<file path="src/rtl/mastermind_feedback_ctrl_if.sv">
// rtl/mastermind_feedback_ctrl_if.sv - strobe/data and decoder/status bundle for the Mastermind round controller
interface mastermind_feedback_ctrl_if;
    logic       secret_load;
    logic [7:0] secret;
    logic       guess_valid;
    logic [7:0] guess;
    logic       modo;
    logic       s1;
    logic       s0;
    logic       dec_en;
    logic       busy;
    logic [2:0] hits;
    logic [3:0] tries;
    logic       win;
    logic       lose;

    modport master (
        output secret_load, secret, guess_valid, guess,
        input  modo, s1, s0, dec_en, busy, hits, tries, win, lose
    );

    modport slave (
        input  secret_load, secret, guess_valid, guess,
        output modo, s1, s0, dec_en, busy, hits, tries, win, lose
    );
endinterface

</file>
<file path="src/rtl/mastermind_feedback_ctrl.sv">
// rtl/mastermind_feedback_ctrl.sv - Mastermind round controller: scores guesses and sequences per-peg LED feedback
module mastermind_feedback_ctrl #(
    parameter int DWELL     = 4,
    parameter int MAX_TRIES = 8
) (
    input logic                      clk,
    input logic                      rst_n,
    mastermind_feedback_ctrl_if.slave bus
);
    typedef enum logic [2:0] {
        IDLE  = 3'd0,
        READY = 3'd1,
        SHOW  = 3'd2,
        WIN   = 3'd3,
        LOSE  = 3'd4
    } state_t;

    localparam logic [7:0] DWELL_LAST = 8'(DWELL - 1);
    localparam logic [3:0] TRIES_MAX  = 4'(MAX_TRIES);

    state_t     state_q, state_n;
    logic [7:0] secret_q, secret_n;
    logic [3:0] match_q, match_n;
    logic [1:0] peg_q, peg_n;
    logic [7:0] dwell_q, dwell_n;
    logic [2:0] hits_q, hits_n;
    logic [3:0] tries_q, tries_n;
    logic       win_q, win_n;
    logic       lose_q, lose_n;
    logic       modo_q, modo_n;
    logic [1:0] sel_q, sel_n;
    logic       dec_en_q, dec_en_n;
    logic       busy_q, busy_n;

    logic [3:0] guess_match;
    logic [1:0] peg_next;

    always_comb begin
        for (int p = 0; p < 4; p++) begin
            guess_match[p] = (bus.guess[2*p +: 2] == secret_q[2*p +: 2]);
        end
    end

    assign peg_next = peg_q + 2'd1;

    always_ff @(posedge clk) begin
        if (!rst_n) begin
            state_q  <= IDLE;
            secret_q <= '0;
            match_q  <= '0;
            peg_q    <= '0;
            dwell_q  <= '0;
            hits_q   <= '0;
            tries_q  <= '0;
            win_q    <= 1'b0;
            lose_q   <= 1'b0;
            modo_q   <= 1'b0;
            sel_q    <= '0;
            dec_en_q <= 1'b0;
            busy_q   <= 1'b0;
        end else begin
            state_q  <= state_n;
            secret_q <= secret_n;
            match_q  <= match_n;
            peg_q    <= peg_n;
            dwell_q  <= dwell_n;
            hits_q   <= hits_n;
            tries_q  <= tries_n;
            win_q    <= win_n;
            lose_q   <= lose_n;
            modo_q   <= modo_n;
            sel_q    <= sel_n;
            dec_en_q <= dec_en_n;
            busy_q   <= busy_n;
        end
    end

    always_comb begin
        state_n  = state_q;
        secret_n = secret_q;
        match_n  = match_q;
        peg_n    = peg_q;
        dwell_n  = dwell_q;
        hits_n   = hits_q;
        tries_n  = tries_q;
        win_n    = win_q;
        lose_n   = lose_q;
        modo_n   = modo_q;
        sel_n    = sel_q;
        dec_en_n = dec_en_q;
        busy_n   = busy_q;

        // A new secret overrides everything, including a coincident guess.
        if (bus.secret_load) begin
            state_n  = READY;
            secret_n = bus.secret;
            peg_n    = '0;
            dwell_n  = '0;
            hits_n   = '0;
            tries_n  = '0;
            win_n    = 1'b0;
            lose_n   = 1'b0;
            modo_n   = 1'b0;
            sel_n    = '0;
            dec_en_n = 1'b0;
            busy_n   = 1'b0;
        end else begin
            case (state_q)
                READY: begin
                    if (bus.guess_valid) begin
                        state_n  = SHOW;
                        match_n  = guess_match;
                        hits_n   = 3'(guess_match[0]) + 3'(guess_match[1])
                                 + 3'(guess_match[2]) + 3'(guess_match[3]);
                        tries_n  = tries_q + 4'd1;
                        peg_n    = '0;
                        dwell_n  = '0;
                        sel_n    = '0;
                        modo_n   = guess_match[0];
                        dec_en_n = 1'b1;
                        busy_n   = 1'b1;
                    end
                end
                SHOW: begin
                    if (dwell_q == DWELL_LAST) begin
                        dwell_n = '0;
                        if (peg_q == 2'd3) begin
                            peg_n    = '0;
                            sel_n    = '0;
                            modo_n   = 1'b0;
                            dec_en_n = 1'b0;
                            busy_n   = 1'b0;
                            if (hits_q == 3'd4) begin
                                state_n = WIN;
                                win_n   = 1'b1;
                            end else if (tries_q == TRIES_MAX) begin
                                state_n = LOSE;
                                lose_n  = 1'b1;
                            end else begin
                                state_n = READY;
                            end
                        end else begin
                            peg_n  = peg_next;
                            sel_n  = peg_next;
                            modo_n = match_q[peg_next];
                        end
                    end else begin
                        dwell_n = dwell_q + 8'd1;
                    end
                end
                default: ;
            endcase
        end
    end

    assign bus.modo   = modo_q;
    assign bus.s1     = sel_q[1];
    assign bus.s0     = sel_q[0];
    assign bus.dec_en = dec_en_q;
    assign bus.busy   = busy_q;
    assign bus.hits   = hits_q;
    assign bus.tries  = tries_q;
    assign bus.win    = win_q;
    assign bus.lose   = lose_q;
endmodule

</file>
<file path="src/flat_wrapper.sv">
// flat-port wrapper written by rule: the top's interface ports become plain ports
module mastermind_feedback_ctrl_flat 
#(
    parameter int DWELL     = 4,
    parameter int MAX_TRIES = 8
)
  (clk, rst_n, bus_secret_load, bus_secret, bus_guess_valid, bus_guess, bus_modo, bus_s1, bus_s0, bus_dec_en, bus_busy, bus_hits, bus_tries, bus_win, bus_lose);
  mastermind_feedback_ctrl_if bus_i ();
  input logic clk;
  input logic rst_n;
  input wire logic [$bits(bus_i.secret_load)-1:0] bus_secret_load;
  input wire logic [$bits(bus_i.secret)-1:0] bus_secret;
  input wire logic [$bits(bus_i.guess_valid)-1:0] bus_guess_valid;
  input wire logic [$bits(bus_i.guess)-1:0] bus_guess;
  output wire logic [$bits(bus_i.modo)-1:0] bus_modo;
  output wire logic [$bits(bus_i.s1)-1:0] bus_s1;
  output wire logic [$bits(bus_i.s0)-1:0] bus_s0;
  output wire logic [$bits(bus_i.dec_en)-1:0] bus_dec_en;
  output wire logic [$bits(bus_i.busy)-1:0] bus_busy;
  output wire logic [$bits(bus_i.hits)-1:0] bus_hits;
  output wire logic [$bits(bus_i.tries)-1:0] bus_tries;
  output wire logic [$bits(bus_i.win)-1:0] bus_win;
  output wire logic [$bits(bus_i.lose)-1:0] bus_lose;
  assign bus_i.secret_load = bus_secret_load;
  assign bus_i.secret = bus_secret;
  assign bus_i.guess_valid = bus_guess_valid;
  assign bus_i.guess = bus_guess;
  assign bus_modo = bus_i.modo;
  assign bus_s1 = bus_i.s1;
  assign bus_s0 = bus_i.s0;
  assign bus_dec_en = bus_i.dec_en;
  assign bus_busy = bus_i.busy;
  assign bus_hits = bus_i.hits;
  assign bus_tries = bus_i.tries;
  assign bus_win = bus_i.win;
  assign bus_lose = bus_i.lose;
  mastermind_feedback_ctrl #(.DWELL(DWELL), .MAX_TRIES(MAX_TRIES)) u_core (.clk(clk), .rst_n(rst_n), .bus(bus_i));
endmodule
</file>
<file path="config.mk">
export PLATFORM = sky130hd
export DESIGN_NAME = mastermind_feedback_ctrl_flat
export DESIGN_NICKNAME = d
export VERILOG_FILES = /design/src/rtl/mastermind_feedback_ctrl_if.sv /design/src/rtl/mastermind_feedback_ctrl.sv /design/src/flat_wrapper.sv
export SDC_FILE = /design/constraint.sdc
export NUM_CORES = 1
export LEC_CHECK = 0
export BUFFER_PORTS_ARGS = -buffer_cell sky130_fd_sc_hd__buf_2
export CORE_ASPECT_RATIO = 0.6
export CORE_UTILIZATION = 55
export CTS_BUF_LIST = sky130_fd_sc_hd__clkbuf_2 sky130_fd_sc_hd__clkbuf_4 sky130_fd_sc_hd__clkbuf_8
export DETAILED_ROUTE_END_ITERATION = 8
export MAX_ROUTING_LAYER = met4
export PLACE_DENSITY = 0.9
export SKIP_CTS_REPAIR_TIMING = 1
export SYNTH_ARGS = -nofsm -noshare
export SYNTH_HDL_FRONTEND = slang
export SYNTH_SLANG_ARGS = --single-unit
</file>
<file path="constraint.sdc">
create_clock -name clk -period 3.15 [get_ports clk]
set_input_delay 0.63 -clock clk [delete_from_list [all_inputs] [get_ports clk]]
set_output_delay 0.63 -clock clk [all_outputs]
set_load 0.05 [all_outputs]
</file>
==> summary.txt <==
run status = finished, final reports clean
largest net degree at the start of global routing = 18
clk sinks = 36
GRT overflow = 0
mux share of post-synthesis cell area = 0.06334
vias per inst = 5.550
DR iter-0 viols = 77
final hold violation count = 0
gr busiest metal = met2
Tot GR Track Use = 0.2488
die area = 0.003471 sq mm
GP Congestion = 0.8112
clk buf depth = 2
drt drc = 0
most frequent cell after synthesis = dfxtp_1
Synth Area in XOR/XNOR = 0.04926
Hold Path Class = flip-flop to flip-flop
Root Driver = clkbuf_8
Post-Layout Cell Count = 271
number of I/O port buffers = 33
Rows = 15
reg2reg end = u_core.bus.hits[1]
drt pass-1 iters = 4
Setup Crit Path Kind = input port to flip-flop
top post-synthesis cells by area = dfxtp_1, mux2i_1, ha_1, nor2_1, nor2b_1
Final Max Tran Viols = 0
Diodes inserted = 0
FFs w/ async S/R, synth = 0
number of synthesized flops with an enable pin = 0
Pwr Density = 469.3 mW/mm^2
CTS tree = yes
total of max-cap violations = 0
fmax = 0.5060 GHz
placed cell area = 0.001969 sq mm
Num CTS Buffers = 5
H-tree Lvls = 2
CP delay by family, top = adder cells
max_slew headroom = 0.5353
Filler cells = 246
CP arrival = 2.12 ns
Die W = 75.40 microns
syn nets = 222
pre-CTS setup slack = 0.9103 ns
Critical Path Start Type = input port
Die H = 46.04 microns
GR Layer Usage met3 = 0.07301
Synth Warn # = 0
Crit path largest cell delay = 0.36 ns
WP data required = 3.29 ns
Worst Hold Path Cells = 1
final setup TNS = 0 ns
top cell type's share of synthesized area = 0.4053
launch point of the worst reg-to-reg path = u_core.secret_q[1]
Setup-failing EPs final = 0
CORE AREA = 0.002965 sq mm
Vias = 1,504
Final #Nets = 255
simple-gate share of the synthesized area = 0.2336
global-route met2 utilization = 0.3607
Compound-Gate Fraction of Synth Area = 0.1612
Cells after Synth = 195
Post-Syn Area = 0.001778 sq mm
register area share after synthesis = 0.4053
main flop type after synthesis = dfxtp_1
min Tclk post-route = 1.976 ns
most frequent cells after synthesis = dfxtp_1, nor2_1, nand2_1, a21oi_1, nor2b_1
worst-skew pair later-pin latency = 0.29 ns
worst-path cell with the longest stage delay = fa_1
share of layout cells above drive strength 1 = 0.2271
Layout area overhead = 17.03%
met1 Use GR = 0.3424
RSZ-0062 raised after global routing = no
Max Clock Skew = 0.006565 ns
Distinct cells, synth = 48
vias in the first global route = 1,349
worst vdd ir = 214.6 uV
CP bufs+invs = 3
starting density of the core = 0.5996
largest family of logic cells by synthesized area = simple AND/OR/NAND/NOR gates
DRT Wirelength = 3655 microns
R2R setup slack = 1.25 ns
Tightest Pin Transition = 0.6970 ns
Yosys top cell by area = dfxtp_1
PnR worst setup slack = 1.174 ns
first-pass GRT wire length = 6065 microns
Placed Cells incl. Taps = 263
wire length per cell = 13.49 microns
fin crit share = 0.6274
LEAKAGE = 0.8441 nW
endpoint type of the worst setup path = flip-flop
CP cell instances = buf_2 -> xor2_1 -> nor2_1 -> ha_1 -> inv_1 -> fa_1 -> inv_1 -> ha_1 -> nand2_1 -> a21oi_1
Top Ports = 34
Worst-path clk slew = 0.08 ns
reg2reg path depth = 9
post-synthesis sequential element count = 36
hold_sp = u_core.bus.lose
Syn Area/Cell = 9.118 sq um
ANT nets after route = 0
worst-path maximum fanout = 2
Hold Path Sink = u_core.bus.lose
fin area = 0.002081 sq mm
HPWL Detailed = 2671 microns
initial antenna violation count = 0
adder-cell share of the synthesized area = 0.05348
-- cells by family after synthesis --
group           Yosys count
mux                      10
flops                    36
simple gates             73
buf+inv                  14
compound gates           45
fa+ha+maj                 7
xor+xnor                 10
-- placed cells by master, fill, tap and decap left out, drive strengths merged, types with 2 or more instances in the layout --
cell / n
a21boi: 4
a21oi: 14
a311oi: 2
a31oi: 4
buf: 35
clkbuf: 5
dfxtp: 36
ha: 6
inv: 5
mux2i: 9
nand2: 16
nand2b: 2
nand3: 8
nand4: 2
nor2: 18
nor2b: 10
nor3: 2
nor4b: 2
o21a: 5
o21ai: 10
or3b: 2
xnor2: 5
xor2: 5
-- how the worst max path moves through the flow --
stage / startpoint / end / slack (ns) / cells after the start
finish: bus_guess[1] / u_core.bus.hits[1] / 1.17 / 10
global route: bus_guess[1] / u_core.bus.hits[1] / 1.09 / 10
CTS: bus_guess[0] / u_core.bus.hits[1] / 1.18 / 10
detailed placement: bus_guess[0] / u_core.bus.hits[1] / 0.91 / 10
global placement: bus_guess[0] / u_core.bus.hits[1] / 0.96 / 10
floorplan: bus_guess[0] / u_core.bus.hits[1] / 1.15 / 9
-- stage by stage --
| step | power, mW | utilization | hold slack, ns |
|---|---|---|---|
| 2_1_floorplan | 0.5532 | - | 0.4539 |
| 3_3_place_gp | 0.5793 | 0.6641 | 0.4484 |
| 3_5_place_dp | 0.5827 | 0.6641 | 0.4541 |
| 4_1_cts | 0.9804 | 0.7017 | 0.4725 |
| 5_1_grt | 1.015 | 0.7017 | 0.4834 |
| 6_report | 0.9765 | 0.7017 | 0.4677 |
-- per-layer routing --
layer | routed length [microns] | part of all wire
met5 | 0 | 0
met1 | 1884 | 0.52
met4 | 14 | 0.0038
met3 | 219 | 0.060
met2 | 1537 | 0.42
-- power by group --
group / switching, mW / internal [mW]
logic: 0.0579 / 0.0424
clock network: 0.168 / 0.234
registers: 0.00850 / 0.465
-- cell type report --
class	count	area (sq um)	area share
clock buffers	5	68.82	0.03307
clock inverters	3	42.54	0.02044
inverters	5	18.77	0.009020
multi-input cells	145	997.2	0.4793
flip-flops and latches	36	720.7	0.3464
well taps	42	52.55	0.02526
repair buffers	35	180.2	0.08659
-- registers in the layout, indices dropped and copies added (netlist names), 2 cells and up --
name,count
u_core.sel_q,2
u_core.state_q,3
u_core.match_q,4
u_core.bus.tries,4
u_core.dwell_q,8
u_core.secret_q,8
u_core.bus.hits,3
Note: power is estimated with default switching activity, not from simulation.
